==> src/rtl/mem_arbiter.sv <==
// mem_arbiter: round-robin arbiter sharing one 19-bit memory port among NREQ
// bus masters. Each transaction runs IDLE -> ISSUE -> RESP -> DONE, and a
// per-request lock lets one master keep priority for at most MAX_LOCK grants.
module mem_arbiter #(
  parameter int NREQ     = 3,
  parameter int MAX_LOCK = 8
) (
  input  logic                 clk,
  input  logic                 rst_n,
  input  logic [NREQ-1:0]      req_valid,
  input  logic [NREQ-1:0]      req_write,
  input  logic [NREQ-1:0]      req_lock,
  input  logic [NREQ*19-1:0]   req_addr,
  input  logic [NREQ*19-1:0]   req_wdata,
  output logic [NREQ-1:0]      req_done,
  output logic [18:0]          req_rdata,
  output logic [1:0]           gnt_id,
  output logic                 busy,
  output logic                 mem_valid,
  output logic                 mem_write,
  output logic [18:0]          mem_addr,
  output logic [18:0]          mem_wdata,
  input  logic [18:0]          mem_rdata
);

  localparam int            CW        = (MAX_LOCK > 1) ? $clog2(MAX_LOCK) : 1;
  localparam logic [CW-1:0] LOCK_LAST = CW'(MAX_LOCK - 1);
  localparam logic [1:0]    LAST_ID   = 2'(NREQ - 1);

  typedef enum logic [1:0] {
    ST_IDLE  = 2'd0,
    ST_ISSUE = 2'd1,
    ST_RESP  = 2'd2,
    ST_DONE  = 2'd3
  } state_t;

  state_t          state_q, state_d;
  logic [1:0]      ptr_q, ptr_d;
  logic [1:0]      gnt_id_q, gnt_id_d;
  logic [CW-1:0]   lock_cnt_q, lock_cnt_d;
  logic            lock_q, lock_d;
  logic [NREQ-1:0] req_done_q, req_done_d;
  logic [18:0]     req_rdata_q, req_rdata_d;
  logic            busy_q, busy_d;
  logic            mem_valid_q, mem_valid_d;
  logic            mem_write_q, mem_write_d;
  logic [18:0]     mem_addr_q, mem_addr_d;
  logic [18:0]     mem_wdata_q, mem_wdata_d;

  logic            grant_found;
  logic [1:0]      grant_idx;
  logic            sel_write;
  logic            sel_lock;
  logic [18:0]     sel_addr;
  logic [18:0]     sel_wdata;
  logic [1:0]      next_ptr;

  // Search from ptr upward first, then wrap to the indices below ptr.
  always_comb begin
    grant_found = 1'b0;
    grant_idx   = ptr_q;
    for (int i = 0; i < NREQ; i++) begin
      if (!grant_found && req_valid[i] && (2'(i) >= ptr_q)) begin
        grant_found = 1'b1;
        grant_idx   = 2'(i);
      end
    end
    for (int i = 0; i < NREQ; i++) begin
      if (!grant_found && req_valid[i] && (2'(i) < ptr_q)) begin
        grant_found = 1'b1;
        grant_idx   = 2'(i);
      end
    end
  end

  // Pick out the fields of the requester that would win this cycle.
  always_comb begin
    sel_write = 1'b0;
    sel_lock  = 1'b0;
    sel_addr  = '0;
    sel_wdata = '0;
    for (int i = 0; i < NREQ; i++) begin
      if (grant_idx == 2'(i)) begin
        sel_write = req_write[i];
        sel_lock  = req_lock[i];
        sel_addr  = req_addr[i*19 +: 19];
        sel_wdata = req_wdata[i*19 +: 19];
      end
    end
  end

  // The requester after the current grant, wrapping at the last real index.
  always_comb begin
    next_ptr = (gnt_id_q == LAST_ID) ? 2'd0 : gnt_id_q + 2'd1;
  end

  // Transaction sequencing plus the pointer/lock bookkeeping done in RESP.
  always_comb begin
    state_d     = state_q;
    ptr_d       = ptr_q;
    gnt_id_d    = gnt_id_q;
    lock_cnt_d  = lock_cnt_q;
    lock_d      = lock_q;
    req_done_d  = '0;
    req_rdata_d = req_rdata_q;
    mem_valid_d = mem_valid_q;
    mem_write_d = mem_write_q;
    mem_addr_d  = mem_addr_q;
    mem_wdata_d = mem_wdata_q;
    case (state_q)
      ST_IDLE: begin
        if (grant_found) begin
          gnt_id_d    = grant_idx;
          lock_d      = sel_lock;
          mem_write_d = sel_write;
          mem_addr_d  = sel_addr;
          mem_wdata_d = sel_wdata;
          mem_valid_d = 1'b1;
          if (grant_idx != gnt_id_q) begin
            lock_cnt_d = '0;
          end
          state_d = ST_ISSUE;
        end
      end
      ST_ISSUE: begin
        mem_valid_d = 1'b0;
        state_d     = ST_RESP;
      end
      ST_RESP: begin
        if (!mem_write_q) begin
          req_rdata_d = mem_rdata;
        end
        for (int i = 0; i < NREQ; i++) begin
          req_done_d[i] = (gnt_id_q == 2'(i));
        end
        if (lock_q && (lock_cnt_q != LOCK_LAST)) begin
          ptr_d      = gnt_id_q;
          lock_cnt_d = lock_cnt_q + CW'(1);
        end else begin
          ptr_d      = next_ptr;
          lock_cnt_d = '0;
        end
        state_d = ST_DONE;
      end
      ST_DONE: begin
        state_d = ST_IDLE;
      end
      default: begin
        state_d = ST_IDLE;
      end
    endcase
    busy_d = (state_d != ST_IDLE);
  end

  // All state and every output is registered; reset abandons any transaction.
  always_ff @(posedge clk or negedge rst_n) begin
    if (!rst_n) begin
      state_q     <= ST_IDLE;
      ptr_q       <= '0;
      gnt_id_q    <= '0;
      lock_cnt_q  <= '0;
      lock_q      <= 1'b0;
      req_done_q  <= '0;
      req_rdata_q <= '0;
      busy_q      <= 1'b0;
      mem_valid_q <= 1'b0;
      mem_write_q <= 1'b0;
      mem_addr_q  <= '0;
      mem_wdata_q <= '0;
    end else begin
      state_q     <= state_d;
      ptr_q       <= ptr_d;
      gnt_id_q    <= gnt_id_d;
      lock_cnt_q  <= lock_cnt_d;
      lock_q      <= lock_d;
      req_done_q  <= req_done_d;
      req_rdata_q <= req_rdata_d;
      busy_q      <= busy_d;
      mem_valid_q <= mem_valid_d;
      mem_write_q <= mem_write_d;
      mem_addr_q  <= mem_addr_d;
      mem_wdata_q <= mem_wdata_d;
    end
  end

  assign req_done  = req_done_q;
  assign req_rdata = req_rdata_q;
  assign gnt_id    = gnt_id_q;
  assign busy      = busy_q;
  assign mem_valid = mem_valid_q;
  assign mem_write = mem_write_q;
  assign mem_addr  = mem_addr_q;
  assign mem_wdata = mem_wdata_q;

endmodule

==> config.mk <==
export PLATFORM = sky130hd
export DESIGN_NAME = mem_arbiter
export DESIGN_NICKNAME = d
export VERILOG_FILES = /design/src/rtl/mem_arbiter.sv
export SDC_FILE = /design/constraint.sdc
export NUM_CORES = 1
export LEC_CHECK = 0
export CORE_ASPECT_RATIO = 1.4
export CORE_MARGIN = 2
export CORE_UTILIZATION = 37
export CTS_CLUSTER_SIZE = 16
export DETAILED_ROUTE_END_ITERATION = 8
export PLACE_DENSITY = 0.88
export SYNTH_ARGS = -nofsm -noshare
export SYNTH_HDL_FRONTEND = slang
export SYNTH_SLANG_ARGS = --single-unit
==> constraint.sdc <==
create_clock -name clk -period 2.29 [get_ports clk]
set_input_delay 0.687 -clock clk [delete_from_list [all_inputs] [get_ports clk]]
set_output_delay 0.687 -clock clk [all_outputs]
set_load 0.1 [all_outputs]
* Yosys cells after proc, flatten, opt, wreduce, memory -nomap -nowiden *
Index checks and enable logic that the tools add are counted.

word-level totals
  flip-flop bits (word level) = 73
  output and inout bits = 65

operators by class
  mux-type cells = 35
  magnitude comparators = 6
  $add $sub $neg = 2
  bitwise operators = 1
  equal/unequal tests = 11
  reduce and logical (&&, ||, !) cells = 27

operators with widths
  kind                   number
  $mux W19               6
  $mux W2                9
  $mux W1                13
  $logic_and A1 B1 Y1    12
  $mux W3                4
  $eq A2 B2 Y1 const B   4
  $pmux W2 S4            1
  $eq A2 B1 Y1 const B   3
  $logic_not A2 Y1       3
  $pmux W3 S2            1
  $reduce_and A2 Y1      3
  $reduce_bool A2 Y1     3
  $logic_not A1 Y1       5
  $ge A1 B2 Y1 const A   2
  $lt A1 B2 Y1 const A   2
  $ne A2 B2 Y1 const B   2
  $add A3 B1 Y3 const B  1
  $ne A3 B3 Y1 const B   1
  $reduce_and A3 Y1      1
  $add A2 B1 Y2 const B  1
  $ge A2 B2 Y1 const A   1
  $lt A2 B2 Y1 const A   1
  $ne A2 B2 Y1           1
  $pmux W1 S2            1
  $not A1 Y1             1

* Longest topological paths before layout *
  depth after elaboration = 27
  mapped depth = 8
  gate-level depth less buffers = 7

* Least setup slack after synthesis *
Ideal clock, no wire load.

  path type = input-to-reg
  start = input port req_valid[0]
  end = register lock_cnt_q[0]
  data arrival time = 2141 ps
  data required time = 2162 ps
  stages on the path = 8
  setup time = 128 ps
  setup slack = 21 ps
  buffers on the path = 3
  cell sequence = buf_6 -> or3_1 -> buf_2 -> nand2_4 -> buf_6 -> nor3_1 -> and4b_1 -> mux2_1

on the way
  word-level cells in the longest chain between the ends = 25
  elaborated cells between the ends (all ways) = 32
  classes of those cells = eq/ne (3); mux (12); reduce/logical (17)

RTL lines
  item                              RTL line  text
  start: declaration                10        input logic [NREQ-1:0] req_valid,
  $logic_and A1 B1 Y1               63        if (!grant_found && req_valid[i] && (2'(i) >= ptr_q)) begin
  $mux W1                           63
  $logic_not A1 Y1                  63
  $logic_and A1 B1 Y1 (2 in a row)  63
  $mux W1                           63
  $logic_not A1 Y1                  63
  $logic_and A1 B1 Y1 (2 in a row)  63
  $mux W1                           63
  (+5 left out)                     -
  $logic_and A1 B1 Y1 (2 in a row)  69        if (!grant_found && req_valid[i] && (2'(i) < ptr_q)) begin
  $mux W1                           69
  $logic_not A1 Y1                  69
  $logic_and A1 B1 Y1 (2 in a row)  69
  $mux W2                           69
  $ne A2 B2 Y1                      119       if (grant_idx != gnt_id_q) begin
  $ne A2 B2 Y1 (no line)            -
  $reduce_and A3 Y1 (no line) *     -
  end signal: assignment            174       lock_cnt_q <= lock_cnt_d;
  end: declaration                  40        logic [CW-1:0] lock_cnt_q, lock_cnt_d;

Mark *: on every way between the ends. The rest lies on a longest branch, timed or not.
A chain may end at the register's enable or synchronous reset.

* Worst setup path after layout *
  start = input port req_valid[2]
  end = register lock_cnt_q[2]

on the way
  word-level cells in the longest chain between the ends = 18
  elaborated cells between the ends (all ways) = 23
  classes of those cells = eq/ne (3); mux (8); reduce/logical (12)

RTL lines
  item                              RTL line
  $logic_and A1 B1 Y1 (2 in a row)  63
  $mux W1                           63
  $logic_not A1 Y1                  69
  $logic_and A1 B1 Y1 (2 in a row)  69
  $mux W1                           69
  $logic_not A1 Y1                  69
  $logic_and A1 B1 Y1 (2 in a row)  69
  $mux W1                           69
  $logic_not A1 Y1                  69
  $logic_and A1 B1 Y1 (2 in a row)  69
  $mux W2                           69
  $ne A2 B2 Y1                      119
  $ne A2 B2 Y1 (no line)            -
  $reduce_and A3 Y1 (no line) *     -

Marked as above.

==> results.json <==
{
  "critPathKind": "input pin to flop",
  "cp_data_arrival_time_ns": 2.33,
  "start_util": 0.377,
  "io_pins": 209,
  "synth-compound-area-share": 0.216,
  "areaGrowthSynthToFinish_pct": 73.8,
  "crit_start": "req_valid[2]",
  "hold_buffers": 0,
  "dp.cells": 615,
  "cts.sinks": 73,
  "layout-drive-gt1-share": 0.250,
  "die-width_um": 84.9,
  "setup_violations": 0,
  "syn_area_per_cell_um2": 10.9,
  "synth_area_leader_cell": "dfrtp_1",
  "synthesis.nets": 462,
  "place_congestion": 0.870,
  "cts.htree.levels": 3,
  "ys_top_cells_by_area": "dfrtp_1 (54%), a222oi_1 (12%), mux2_2 (6.3%)",
  "hold_class": "input pin to async pin",
  "synth_xor_area_frac": 0,
  "drcViolationCount": 0,
  "synth_cell_types": 36,
  "cp_data_required_time_ns": 2.50,
  "core_area_um2": 8980,
  "drv_cap": 0,
  "ys_seq_area_frac": 0.539,
  "muxShareOfSynthArea": 0.0761,
  "synth_flop_cell": "dfrtp_1",
  "clock_path_buffers": 2,
  "grt_max_degree": 74,
  "cp_max_fo": 4,
  "dp_hpwl_um": 8700,
  "track_usage": 0.222,
  "drv_slew": 0,
  "grt_pass1_vias": 3587,
  "core.rowCount": 41,
  "yosys-top-cells-count": "dfrtp_1 (73), nand2_1 (45), o21ai_1 (41)",
  "cts_root_buffer": "clkbuf_16",
  "die_h_um": 117,
  "routedWlPerCell_um": 18.1,
  "fmax_mhz": 473,
  "synth-edff-count": 0,
  "clk_latency_ns": 0.34,
  "clkTransAtPathRegs_ns": 0.06,
  "status": "completed",
  "worstSetupEndpointType": "flop",
  "multi_input_area_um2": 1450,
  "hold_viol_final": 0,
  "yosys_warnings": 0,
  "drt-total-wl_um": 11400,
  "drtIter0Drc": 393,
  "die-area_um2": 9950,
  "io_buffer_count": 208,
  "synthSimpleGateAreaFrac": 0.0993,
  "worstMarginPinSlew_ns": 0.598,
  "yosysMostFrequentCell": "dfrtp_1",
  "utilization": 0.656,
  "grt_pass1_wl_um": 17200,
  "vias_per_cell": 5.60,
  "ys_ff_latch": 73,
  "syn_area_um2": 3390,
  "drtAntennaViolNets": 0,
  "tns_ns": 0,
  "rsz0062_at_grt": "false",
  "async_reset_ff_frac": 1.00,
  "cts_tree": "built",
  "fin_nets": 670,
  "cts_made_buffers": 9,
  "drtPass1Iterations": 9,
  "worstRegToRegCells": 5,
  "regArea_um2": 1830,
  "overflow": 0,
  "crit-reg2reg-launch": "ptr_q[0]",
  "fillCellCount": 703,
  "postSynthCellCount": 312,
  "fin_skew_ns": 0.00974,
  "synth_top_family_by_area": "compound AO/OA/AOI/OAI gates",
  "start_kind": "input pin",
  "post-route-period-util": 0.923,
  "grt_antenna_before_repair": 0,
  "antenna_cells": 0,
  "fin_crit_ns": 2.11,
  "instances_no_fill": 632,
  "synth_top_area_share": 0.539,
  "synth_fa_ha_area_frac": 0.0222,
  "max_slew_margin": 0.601,
  "vias": 3541
}
## final timing paths
| kind | to | slack [ns] |
|---|---|---|
| setup / recovery | lock_cnt_q[2] | 0.18 |
| hold / removal | req_done[1] | 0.35 |
| setup reg to reg | lock_cnt_q[2] | 0.26 |
| hold reg to reg | mem_addr[9] | 0.48 |
| max in group asynchronous | ptr_q[1] | 1.61 |
| min in group clk | mem_addr[9] | 0.48 |
## flip-flops by register name (all words and copies together), names as in the netlist
signal / flops
req_rdata: 19
req_done: 3
lock_q: 1
mem_valid: 1
state_q: 2
gnt_id: 2
ptr_q: 2
mem_write: 1
mem_wdata: 19
lock_cnt_q: 3
mem_addr: 19
busy: 1
## cells in the final DEF (no fill, tap or decap), drive strengths merged, types with 3 or more instances in the layout
master         count
a21oi              8
a222oi            40
and3               3
buf               85
clkbuf             9
clkdlybuf4s50    139
clkinvlp           3
dfrtp             73
ha                 6
inv                7
mux2              22
nand2             46
nand2b             3
nor2               8
nor3               3
o21ai             45
## kinds of logic after synthesis
group                      Yosys count
AOI/OAI and AO/OA                  101
adders and majority gates            6
buffers and inverters               36
DFF                                 73
muxes                               23
and+or+nand+nor                     73
## routing by layer
layer | vias to the layer above | wire length [µm] | global-route usage
li1 | 1608 | - | -
met1 | 1683 | 3980 | 0.244
met2 | 221 | 6050 | 0.385
met3 | 29 | 1040 | 0.0680
met4 | 0 | 364 | 0.122
met5 | - | 0 | 0
## critical path: stages
cell and delay (ns):
dlygate4sd2_1 0.28, or3_4 0.42, and3_1 0.19, mux2i_1 0.13, and4b_2 0.28, mux2_1 0.34
## repair_timing
action                     CTS  global route
setup endpoints to repair   41            22
gates resized for setup      7             2
setup buffers                0             1
pin swaps                    1             3
## area by class of cell
class / instances / area share
repair buffers: 227 / 0.365
flip-flops and latches: 73 / 0.310
multi-input cells: 203 / 0.246
clock buffers: 9 / 0.0382
well taps: 107 / 0.0227
clock inverters: 7 / 0.0134
inverters: 6 / 0.00382
## stage by stage
step | worst slack, ns | hold WS, ns | area [µm²]
2_1_floorplan | 0.0213 | 0.391 | 3390
3_3_place_gp | -0.372 | 0.468 | 5550
3_5_place_dp | -0.455 | 0.476 | 5550
4_1_cts | 0.00456 | 0.385 | 5880
5_1_grt | 0.0707 | 0.392 | 5890
6_report | 0.175 | 0.354 | 5890
Power is not shown: default switching activity piles up to over one toggle a cycle in this logic, so the estimate is an artifact.
